## config.mk

```make
export PLATFORM = sky130hd
export DESIGN_NAME = multi_digit_updown_counter_flat
export DESIGN_NICKNAME = d
export VERILOG_FILES = /design/src/rtl/multi_digit_updown_counter_if.sv /design/src/rtl/multi_digit_updown_counter.sv /design/src/flat_wrapper.sv
export SDC_FILE = /design/constraint.sdc
export NUM_CORES = 1
export LEC_CHECK = 0
export CORE_MARGIN = 5
export CORE_UTILIZATION = 50
export DETAILED_ROUTE_END_ITERATION = 7
export GPL_ROUTABILITY_DRIVEN = 0
export PLACE_DENSITY = 0.77
export SYNTH_ARGS = -nofsm -noshare
export SYNTH_HDL_FRONTEND = slang
export SYNTH_HIERARCHICAL = 1
export SYNTH_SLANG_ARGS = --single-unit
```

## constraint.sdc

```tcl
create_clock -name CLK_50 -period 3 [get_ports CLK_50]
set_clock_uncertainty 0.15 [all_clocks]
set_input_delay 0.45 -clock CLK_50 [delete_from_list [all_inputs] [get_ports CLK_50]]
set_output_delay 0.45 -clock CLK_50 [all_outputs]
set_load 0.05 [all_outputs]
```

## src/rtl/multi_digit_updown_counter_if.sv

```systemverilog
// Button / load / display bundle for the multi-digit up/down counter.
// master drives buttons and load, slave (the counter) drives the display side.
interface multi_digit_updown_counter_if #(
  parameter int DIGITS = 4
);
  logic                  up_btn;
  logic                  down_btn;
  logic                  load;
  logic [4*DIGITS-1:0]   load_value;
  logic [4*DIGITS-1:0]   count_out;
  logic [7*DIGITS-1:0]   seg;
  logic                  limit_pulse;

  modport master (
    output up_btn, down_btn, load, load_value,
    input  count_out, seg, limit_pulse
  );

  modport slave (
    input  up_btn, down_btn, load, load_value,
    output count_out, seg, limit_pulse
  );
endinterface

```

## src/rtl/multi_digit_updown_counter.sv

```systemverilog
// Multi-digit hex/BCD up/down counter with button conditioning and
// active-low 7-segment outputs (gfedcba, one group of 7 per digit).

// One button: 2-flop synchroniser, level debouncer, rising-edge step pulse.
module mdc_btn #(
  parameter int DEBOUNCE_CYCLES = 500000
) (
  input  logic CLK_50,
  input  logic reset,
  input  logic btn,
  output logic step
);
  localparam int CW = $clog2(DEBOUNCE_CYCLES + 1);
  localparam logic [CW-1:0] LAST = CW'(DEBOUNCE_CYCLES - 1);

  logic [1:0]    sync_pipe;   // [0] = s1, [1] = s2
  logic          stable;
  logic          stable_d;
  logic [CW-1:0] cnt;

  // synchronise, then accept s2 only after it differs from stable long enough
  always_ff @(posedge CLK_50) begin
    if (reset) begin
      sync_pipe <= '0;
      stable    <= 1'b0;
      stable_d  <= 1'b0;
      cnt       <= '0;
    end else begin
      sync_pipe <= {sync_pipe[0], btn};
      stable_d  <= stable;
      if (sync_pipe[1] == stable) begin
        cnt <= '0;
      end else if (cnt == LAST) begin
        stable <= sync_pipe[1];
        cnt    <= '0;
      end else begin
        cnt <= cnt + 1'b1;
      end
    end
  end

  // release (1->0) produces no step
  assign step = stable & ~stable_d;
endmodule

// One digit: increment/decrement with ripple carry/borrow, load clamp, segment decode.
module mdc_digit #(
  parameter int DECIMAL = 0
) (
  input  logic [3:0] cur,
  input  logic [3:0] ld_raw,
  input  logic       ci,
  input  logic       bi,
  output logic [3:0] inc_d,
  output logic       co,
  output logic [3:0] dec_d,
  output logic       bo,
  output logic [3:0] ld_d,
  output logic [6:0] seg
);
  localparam logic [3:0] DMAX = (DECIMAL != 0) ? 4'd9 : 4'd15;

  // carry/borrow chain: a digit only moves when everything below it rolled over
  always_comb begin
    inc_d = cur;
    co    = 1'b0;
    dec_d = cur;
    bo    = 1'b0;
    if (ci) begin
      if (cur == DMAX) begin
        inc_d = 4'd0;
        co    = 1'b1;
      end else begin
        inc_d = cur + 4'd1;
      end
    end
    if (bi) begin
      if (cur == 4'd0) begin
        dec_d = DMAX;
        bo    = 1'b1;
      end else begin
        dec_d = cur - 4'd1;
      end
    end
  end

  // BCD counters never hold a nibble above 9, so clamp on the way in
  assign ld_d = ((DECIMAL != 0) && (ld_raw > 4'd9)) ? 4'd9 : ld_raw;

  // active-low segment patterns, bit0 = a
  always_comb begin
    case (cur)
      4'h0:    seg = 7'b1000000;
      4'h1:    seg = 7'b1111001;
      4'h2:    seg = 7'b0100100;
      4'h3:    seg = 7'b0110000;
      4'h4:    seg = 7'b0011001;
      4'h5:    seg = 7'b0010010;
      4'h6:    seg = 7'b0000010;
      4'h7:    seg = 7'b1111000;
      4'h8:    seg = 7'b0000000;
      4'h9:    seg = 7'b0010000;
      4'hA:    seg = 7'b0001000;
      4'hB:    seg = 7'b0000011;
      4'hC:    seg = 7'b1000110;
      4'hD:    seg = 7'b0100001;
      4'hE:    seg = 7'b0000110;
      4'hF:    seg = 7'b0001110;
      default: seg = 7'b0111111;
    endcase
  end
endmodule

module multi_digit_updown_counter #(
  parameter int DIGITS          = 4,
  parameter int DECIMAL         = 0,
  parameter int SATURATE        = 0,
  parameter int DEBOUNCE_CYCLES = 500000
) (
  input  logic CLK_50,
  input  logic reset,
  multi_digit_updown_counter_if.slave bus
);
  localparam int W = 4 * DIGITS;

  logic [1:0]              step;   // [0] = up, [1] = down
  logic [W-1:0]            count_q;
  logic [W-1:0]            count_d;
  logic                    limit_q;
  logic                    limit_d;
  logic [DIGITS-1:0][3:0]  cur;
  logic [DIGITS-1:0][3:0]  ld_raw;
  logic [DIGITS-1:0][3:0]  inc_v;
  logic [DIGITS-1:0][3:0]  dec_v;
  logic [DIGITS-1:0][3:0]  ld_v;
  logic [DIGITS-1:0][6:0]  seg_v;
  logic [DIGITS:0]         cy;
  logic [DIGITS:0]         bw;

  mdc_btn #(.DEBOUNCE_CYCLES(DEBOUNCE_CYCLES)) u_up (
    .CLK_50 (CLK_50),
    .reset  (reset),
    .btn    (bus.up_btn),
    .step   (step[0])
  );

  mdc_btn #(.DEBOUNCE_CYCLES(DEBOUNCE_CYCLES)) u_dn (
    .CLK_50 (CLK_50),
    .reset  (reset),
    .btn    (bus.down_btn),
    .step   (step[1])
  );

  assign cur    = count_q;
  assign ld_raw = bus.load_value;
  assign cy[0]  = 1'b1;
  assign bw[0]  = 1'b1;

  for (genvar i = 0; i < DIGITS; i++) begin : g_dig
    mdc_digit #(.DECIMAL(DECIMAL)) u_dig (
      .cur    (cur[i]),
      .ld_raw (ld_raw[i]),
      .ci     (cy[i]),
      .bi     (bw[i]),
      .inc_d  (inc_v[i]),
      .co     (cy[i+1]),
      .dec_d  (dec_v[i]),
      .bo     (bw[i+1]),
      .ld_d   (ld_v[i]),
      .seg    (seg_v[i])
    );
  end

  // load beats steps; carry/borrow out of the top digit is the limit condition
  always_comb begin
    count_d = count_q;
    limit_d = 1'b0;
    if (bus.load) begin
      count_d = ld_v;
    end else if (step[0] && !step[1]) begin
      limit_d = cy[DIGITS];
      count_d = (cy[DIGITS] && (SATURATE != 0)) ? count_q : inc_v;
    end else if (step[1] && !step[0]) begin
      limit_d = bw[DIGITS];
      count_d = (bw[DIGITS] && (SATURATE != 0)) ? count_q : dec_v;
    end
  end

  // count and limit pulse registers
  always_ff @(posedge CLK_50) begin
    if (reset) begin
      count_q <= '0;
      limit_q <= 1'b0;
    end else begin
      count_q <= count_d;
      limit_q <= limit_d;
    end
  end

  assign bus.count_out   = count_q;
  assign bus.seg         = seg_v;
  assign bus.limit_pulse = limit_q;
endmodule

```

## src/flat_wrapper.sv

```systemverilog
// flat-port wrapper written by rule: the top's interface ports become plain ports
module multi_digit_updown_counter_flat 
#(
  parameter int DIGITS          = 4,
  parameter int DECIMAL         = 0,
  parameter int SATURATE        = 0,
  parameter int DEBOUNCE_CYCLES = 500000
)
  (CLK_50, reset, bus_up_btn, bus_down_btn, bus_load, bus_load_value, bus_count_out, bus_seg, bus_limit_pulse);
  multi_digit_updown_counter_if #(.DIGITS(DIGITS)) bus_i ();
  input  logic CLK_50;
  input  logic reset;
  input wire logic [$bits(bus_i.up_btn)-1:0] bus_up_btn;
  input wire logic [$bits(bus_i.down_btn)-1:0] bus_down_btn;
  input wire logic [$bits(bus_i.load)-1:0] bus_load;
  input wire logic [$bits(bus_i.load_value)-1:0] bus_load_value;
  output wire logic [$bits(bus_i.count_out)-1:0] bus_count_out;
  output wire logic [$bits(bus_i.seg)-1:0] bus_seg;
  output wire logic [$bits(bus_i.limit_pulse)-1:0] bus_limit_pulse;
  assign bus_i.up_btn = bus_up_btn;
  assign bus_i.down_btn = bus_down_btn;
  assign bus_i.load = bus_load;
  assign bus_i.load_value = bus_load_value;
  assign bus_count_out = bus_i.count_out;
  assign bus_seg = bus_i.seg;
  assign bus_limit_pulse = bus_i.limit_pulse;
  multi_digit_updown_counter #(.DIGITS(DIGITS), .DECIMAL(DECIMAL), .SATURATE(SATURATE), .DEBOUNCE_CYCLES(DEBOUNCE_CYCLES)) u_core (.CLK_50(CLK_50), .reset(reset), .bus(bus_i));
endmodule
```

---- After elaboration in Yosys (flattened, before gate mapping) ----
Memories as Yosys holds them, arrays and structs flattened. A register that Yosys moved wholly into a read port is not among the register bits.
Cells that the tools add are included.
storage, ports and cells
  word-level logic and storage cells ...... 105
  input bits .............................. 21
  output and inout port bits .............. 45
  memories kept ........................... 4
  ROM bits ................................ 448
  bits in registers ....................... 63
operators by class
  reductions and logical operators ........ 20
  bitwise logic cells ..................... 6
  add/sub/neg operators ................... 10
  equality and inequality tests ........... 11
  muxes and demuxes ....................... 41
memories
  memory           words  bits a word  rd ports  clocked after Yosys merged registers in  wr ports  RTL line                          RTL
  (no name shown)  16     7            1         1                                        0         multi_digit_updown_counter.sv:92  case (cur)
  (no name shown)  16     7            1         1                                        0         multi_digit_updown_counter.sv:92
  (no name shown)  16     7            1         1                                        0         multi_digit_updown_counter.sv:92
  (no name shown)  16     7            1         1                                        0         multi_digit_updown_counter.sv:92
operators by type and width
  cell                                                                 number
  4-bit two-way mux                                                    22
  16-bit two-way mux                                                   3
  19-bit by 1-bit adder with 19-bit output (second input constant)     2
  19-bit == test (second input constant)                               2
  4-bit by 1-bit adder with 4-bit output (second input constant)       4
  4-bit == test (second input constant)                                4
  4-bit logical NOT                                                    4
  1-bit two-way mux                                                    16
  4-bit by 1-bit subtractor with 4-bit output (second input constant)  4
  3-bit nonzero test                                                   4
  3-bit != test (second input constant)                                3
  3-bit AND reduction                                                  3
  3-bit OR reduction                                                   2
  1-bit inverter                                                       4
  2-bit AND reduction                                                  2
  1-bit bitwise AND                                                    2
  1-bit == test                                                        2
  1-bit logical AND                                                    2
  1-bit logical NOT                                                    2
  2-bit OR reduction                                                   1

---- Longest topological paths before layout ----
  depth in word-level cells ............... 10
  depth in mapped cells ................... 14
  mapped depth without buffers ............ 13

---- Cells and area by module ----
Netlist, hierarchy kept.
modules (own cells, without submodules)
  module                             sequential area each (µm²)  times used  area each (µm²)  cells an instance
  mdc_btn                            460.4                       2           1061.0           116
  multi_digit_updown_counter         340.3                       1           890.9            100
  mdc_digit (u_core.g_dig[3].u_dig)  0.0                         1           483.0            68
  mdc_digit (u_core.g_dig[2].u_dig)  0.0                         1           478.0            66
  mdc_digit (u_core.g_dig[0].u_dig)  0.0                         1           473.0            68
  mdc_digit (u_core.g_dig[1].u_dig)  0.0                         1           447.9            69

---- Least setup slack after synthesis ----
No wires, ideal clock.
  path kind ............................... register -> register
  start point ............................. register u_core.count_q[0], in the netlist u_core/bus.count_out[0]
  end point ............................... register u_core.count_q[15], in the netlist u_core/bus.count_out[15]
  clock period less this slack ............ 3371 ps
  path slack .............................. -371 ps
  setup time .............................. 92 ps
  buffers on the path ..................... 1
  arrival time ............................ 3129 ps
  stages on the path, launching flop included .. 15
  data required time ...................... 2758 ps
  path through ............................ dfxtp_1 -> buf_2 -> inv_1 -> ha_1 -> nor2b_1 -> and2_1 -> nor2b_2 -> and2_1 -> nor2b_1 -> and2_1 -> nor2b_1 -> a21oi_1 -> a41oi_1 -> o32ai_1 -> nor4_1
on the way
  cells in the longest elaborated chain, start to end .. 6
  elaborated cells between the ends (all ways) .. 11
  those cells by class .................... eq/ne: 2; mux: 6; reduce/logical: 3
RTL lines
  item                                  RTL line                           RTL
  start, declared                       multi_digit_updown_counter.sv:127  logic [W-1:0] count_q;
  start signal, assigned                multi_digit_updown_counter.sv:195  count_q <= count_d;
  4-bit logical NOT                     multi_digit_updown_counter.sv:78   if (cur == 4'd0) begin
  1-bit two-way mux                     multi_digit_updown_counter.sv:78
  named net u_core.bw[1]                multi_digit_updown_counter.sv:138  logic [DIGITS:0] bw;
  1-bit two-way mux                     multi_digit_updown_counter.sv:77   if (bi) begin
  named net u_core.bw[2]                multi_digit_updown_counter.sv:138
  1-bit two-way mux                     multi_digit_updown_counter.sv:77
  named net u_core.bw[3]                multi_digit_updown_counter.sv:138
  3-bit nonzero test (no source line)   --
  3-bit AND reduction (no source line)  --
The timed path passes the listed nets, and every way through them passes these cells.
A chain may end at the register's enable or synchronous reset.

==> results.json <==
{
  "firstDrtPassIters": 5,
  "synthXorXnorAreaFrac_pct": 6.06,
  "wl_per_cell_um": 13.9,
  "row_count": 36,
  "slew_headroom_pct": 44.8,
  "placed_area_um2": 5500,
  "critPathCaptureType": "output pin",
  "grt-ovfl-total": 0,
  "synth_seq_cells": 63,
  "remaining_drc_errors": 0,
  "setup_viol": 0,
  "io_buffers": 65,
  "ys_seq_area_share_pct": 25.8,
  "seqPwrFrac_pct": 37.5,
  "clock_sinks": 63,
  "postSynth.asyncResetShare_pct": 0,
  "whs_endpoint": "u_core/u_dn/sync_pipe[1]",
  "synth_warnings": 6,
  "die_h_um": 109,
  "die-area_um2": 11900,
  "drive_gt1_share_pct": 14.1,
  "yosysUniqueCellTypes": 59,
  "drt_wl_total_mm": 11.1,
  "crit_required_ns": 2.40,
  "routed_via_density": 5.59,
  "synth_compound_area_share_pct": 15.7,
  "crit_fanout": 11,
  "synthFlopType": "dfxtp_1",
  "worst_pin_slew_ns": 0.828,
  "hp-class": "flop to flop",
  "cp_cell_sequence": "inv_1 -> buf_4 -> ha_1 -> inv_1 -> mux4_2 -> dlygate4sd2_1",
  "antenna_found_initial": 0,
  "r2r_setup_slack_ns": 0.27,
  "clk_pin_slew_ns": 0.07,
  "synth_cells": 603,
  "h-tree-depth": 3,
  "synth_top_family_by_area": "simple AND/OR/NAND/NOR gates",
  "timing.rr.start": "u_core/bus.count_out[1]",
  "insertedDiodeCount": 0,
  "max_stage_delay_ns": 0.45,
  "status": "completed",
  "cts_tree": "built",
  "yosys.area_share.simple_pct": 31.8,
  "clk_latency_ns": 0.34,
  "p_comb_share_pct": 28.9,
  "numCtsBuffers": 9,
  "slew_viol_final": 0,
  "synth.area.top_cells": "dfxtp_1, ha_1, nor2_1, nor2b_1, xnor2_1",
  "p_leak_nw": 2.08,
  "dp_hpwl_mm": 8.04,
  "design_area_um2": 5730,
  "finalHoldViolCount": 0,
  "worstSetupPathType": "flop to output pin",
  "synth-adder-area-share_pct": 6.65,
  "cts_buffer_depth": 2,
  "powerDensity_nw_per_um2": 417,
  "num_vias": 4438,
  "ir_drop_mv": 0.298,
  "min_path_cells": 1,
  "nFillCells": 917,
  "arrival_ns": 2.27,
  "yosysTopAreaCell": "dfxtp_1",
  "yosys.area.top_type_share_pct": 25.8,
  "syn_avg_cell_area_um2": 8.12,
  "drtIter0Drc": 145,
  "grt_pass1_wl_mm": 18.5,
  "total_power_mw": 2.39,
  "nNetsFinal": 704,
  "final_cell_count_no_fill": 794,
  "die_w_um": 109,
  "grtUsageTotal_pct": 18.8,
  "max_freq_mhz": 348,
  "holdCritStartpoint": "u_core/u_dn/sync_pipe[0]",
  "initial_core_util_pct": 50.8,
  "postCtsSetupBuffers": 0,
  "finalCritPeriodShare_pct": 95.8,
  "synth-edff-count": 0,
  "io_pins": 66,
  "netlist_area_um2": 4890,
  "clkPwrFrac_pct": 33.6,
  "reg2reg_to": "u_core/bus.count_out[15]",
  "cpMostUsedCell": "inv_1",
  "grt_pass1_vias": 4225,
  "placedCellCount": 779,
  "core-area_um2": 9640,
  "reg2reg_depth": 13,
  "p_sw_share_pct": 33.0,
  "crit_slowest_cell": "mux4_2",
  "ant_nets": 0,
  "grt_max_degree": 50,
  "cap_viol_max_count": 0,
  "p_sw_uw": 789,
  "internal_power_mw": 1.60,
  "finalCriticalPeriod_ns": 2.87,
  "cp-start-kind": "flop",
  "area_delta_synth_final_pct": 17.0,
  "clock-root-buffer": "clkbuf_8",
  "synth.area.mux_share_pct": 4.96,
  "hold_buffers": 0
}
[critical path: cells and delay by family, from the launching register on]
family | cells | cell delay (ns)
buf+inv | 4 | 0.73
mux | 1 | 0.45
flops | 1 | 0.44
fa+ha+maj | 1 | 0.31
[synthesized netlist by cell type, drive strengths merged, types with 5 or more instances]
master  number
a21oi       24
a31oi        5
and2         8
and4         6
buf         44
clkbuf      10
dfxtp       63
ha          26
inv         17
mux2i       16
nand2       44
nand3       32
nand3b       5
nand4       14
nor2        65
nor2b       37
nor3        23
nor4        22
o21a         6
o21ai       33
o32ai       16
o41ai        6
or3b         8
xnor2       22
xor2        11
[routing by layer]
metal | GRT usage (%) | vias up | routed length [um]
met5 | 0 | - | 0
met4 | 6.22 | 0 | 108
met3 | 2.37 | 14 | 432
met2 | 34.2 | 88 | 5640
met1 | 22.8 | 2086 | 4880
li1 | - | 2250 | -
[stage by stage]
stage | hold slack [ns] | worst slack (ns) | utilization, % | TNS, ns
2_1_floorplan | 0.264 | 0.00171 | - | 0
3_3_place_gp | 0.280 | 0.253 | 57.0 | 0
3_5_place_dp | 0.287 | 0.175 | 57.0 | 0
4_1_cts | 0.302 | 0.0287 | 59.2 | 0
5_1_grt | 0.315 | -0.0140 | 59.4 | -0.0140
6_report | 0.293 | 0.125 | 59.4 | 0
[cell type report]
| type | instances | area [um^2] | area share, % |
|---|---|---|---|
| clock buffers | 11 | 141 | 2.47 |
| clock inverters | 4 | 70.1 | 1.22 |
| repair buffers | 86 | 769 | 13.4 |
| well taps | 133 | 166 | 2.91 |
| multi-input cells | 480 | 3250 | 56.8 |
| inverters | 17 | 63.8 | 1.11 |
| flip-flops and latches | 63 | 1260 | 22.1 |
[registers in the layout, indices dropped and copies added, names as in the netlist]
signal,flops
u_core/u_up/cnt,19
u_core/u_dn/stable,1
u_core/u_up/stable_d,1
u_core/u_up/sync_pipe,2
u_core/bus.limit_pulse,1
u_core/u_dn/cnt,19
u_core/u_dn/stable_d,1
u_core/bus.count_out,16
u_core/u_up/stable,1
u_core/u_dn/sync_pipe,2
[cell families after synthesis]
kind of cell | after synthesis
and+or+nand+nor | 278
AOI/OAI and AO/OA | 111
buffers and inverters | 71
DFF | 63
xor gates and xnor gates | 33
adders and majority gates | 26
muxes | 20
other | 1
[worst max path at each step]
stage | startpoint | to | slack (ns) | cells past startpoint
floorplan | u_core/bus.count_out[0] | u_core/bus.count_out[15] | 0.002 | 14
global placement | u_core/bus.count_out[1] | u_core/bus.count_out[15] | 0.25 | 13
detailed placement | u_core/bus.count_out[1] | u_core/bus.count_out[15] | 0.18 | 13
CTS | u_core/bus.count_out[5] | bus_seg[11] | 0.03 | 6
global route | u_core/bus.count_out[1] | u_core/bus.count_out[15] | -0.01 | 13
finish | u_core/bus.count_out[1] | bus_seg[3] | 0.13 | 6
[repair_timing]
action | in CTS | in global routing
pin swaps | 0 | 1
resized for setup | 3 | 7
endpoints found under the setup margin | 3 | 7
[layout by cell type, fill, tap and decap left out, types with 16 or more instances in the layout]
cell type	count
nor2_1	61
dfxtp_1	60
nand2_1	44
clkdlybuf4s50_1	40
buf_4	39
nor2b_1	34
nand3_1	27
ha_1	26
a21oi_1	24
nor3_1	23
xnor2_1	22
nor4_1	21
o21ai_0	18
o32ai_1	16
mux2i_1	16
[power by group through the flow]
stage	clock network (mW)	registers, mW	logic [mW]
finish	0.803	0.895	0.692
CTS	0.824	0.894	0.694
detailed placement	0	0.913	0.695
global placement	0	0.911	0.686
floorplan	0	0.949	0.480
global route	0.858	0.900	0.742
No activity file was read; power rests on OpenSTA's default activity.
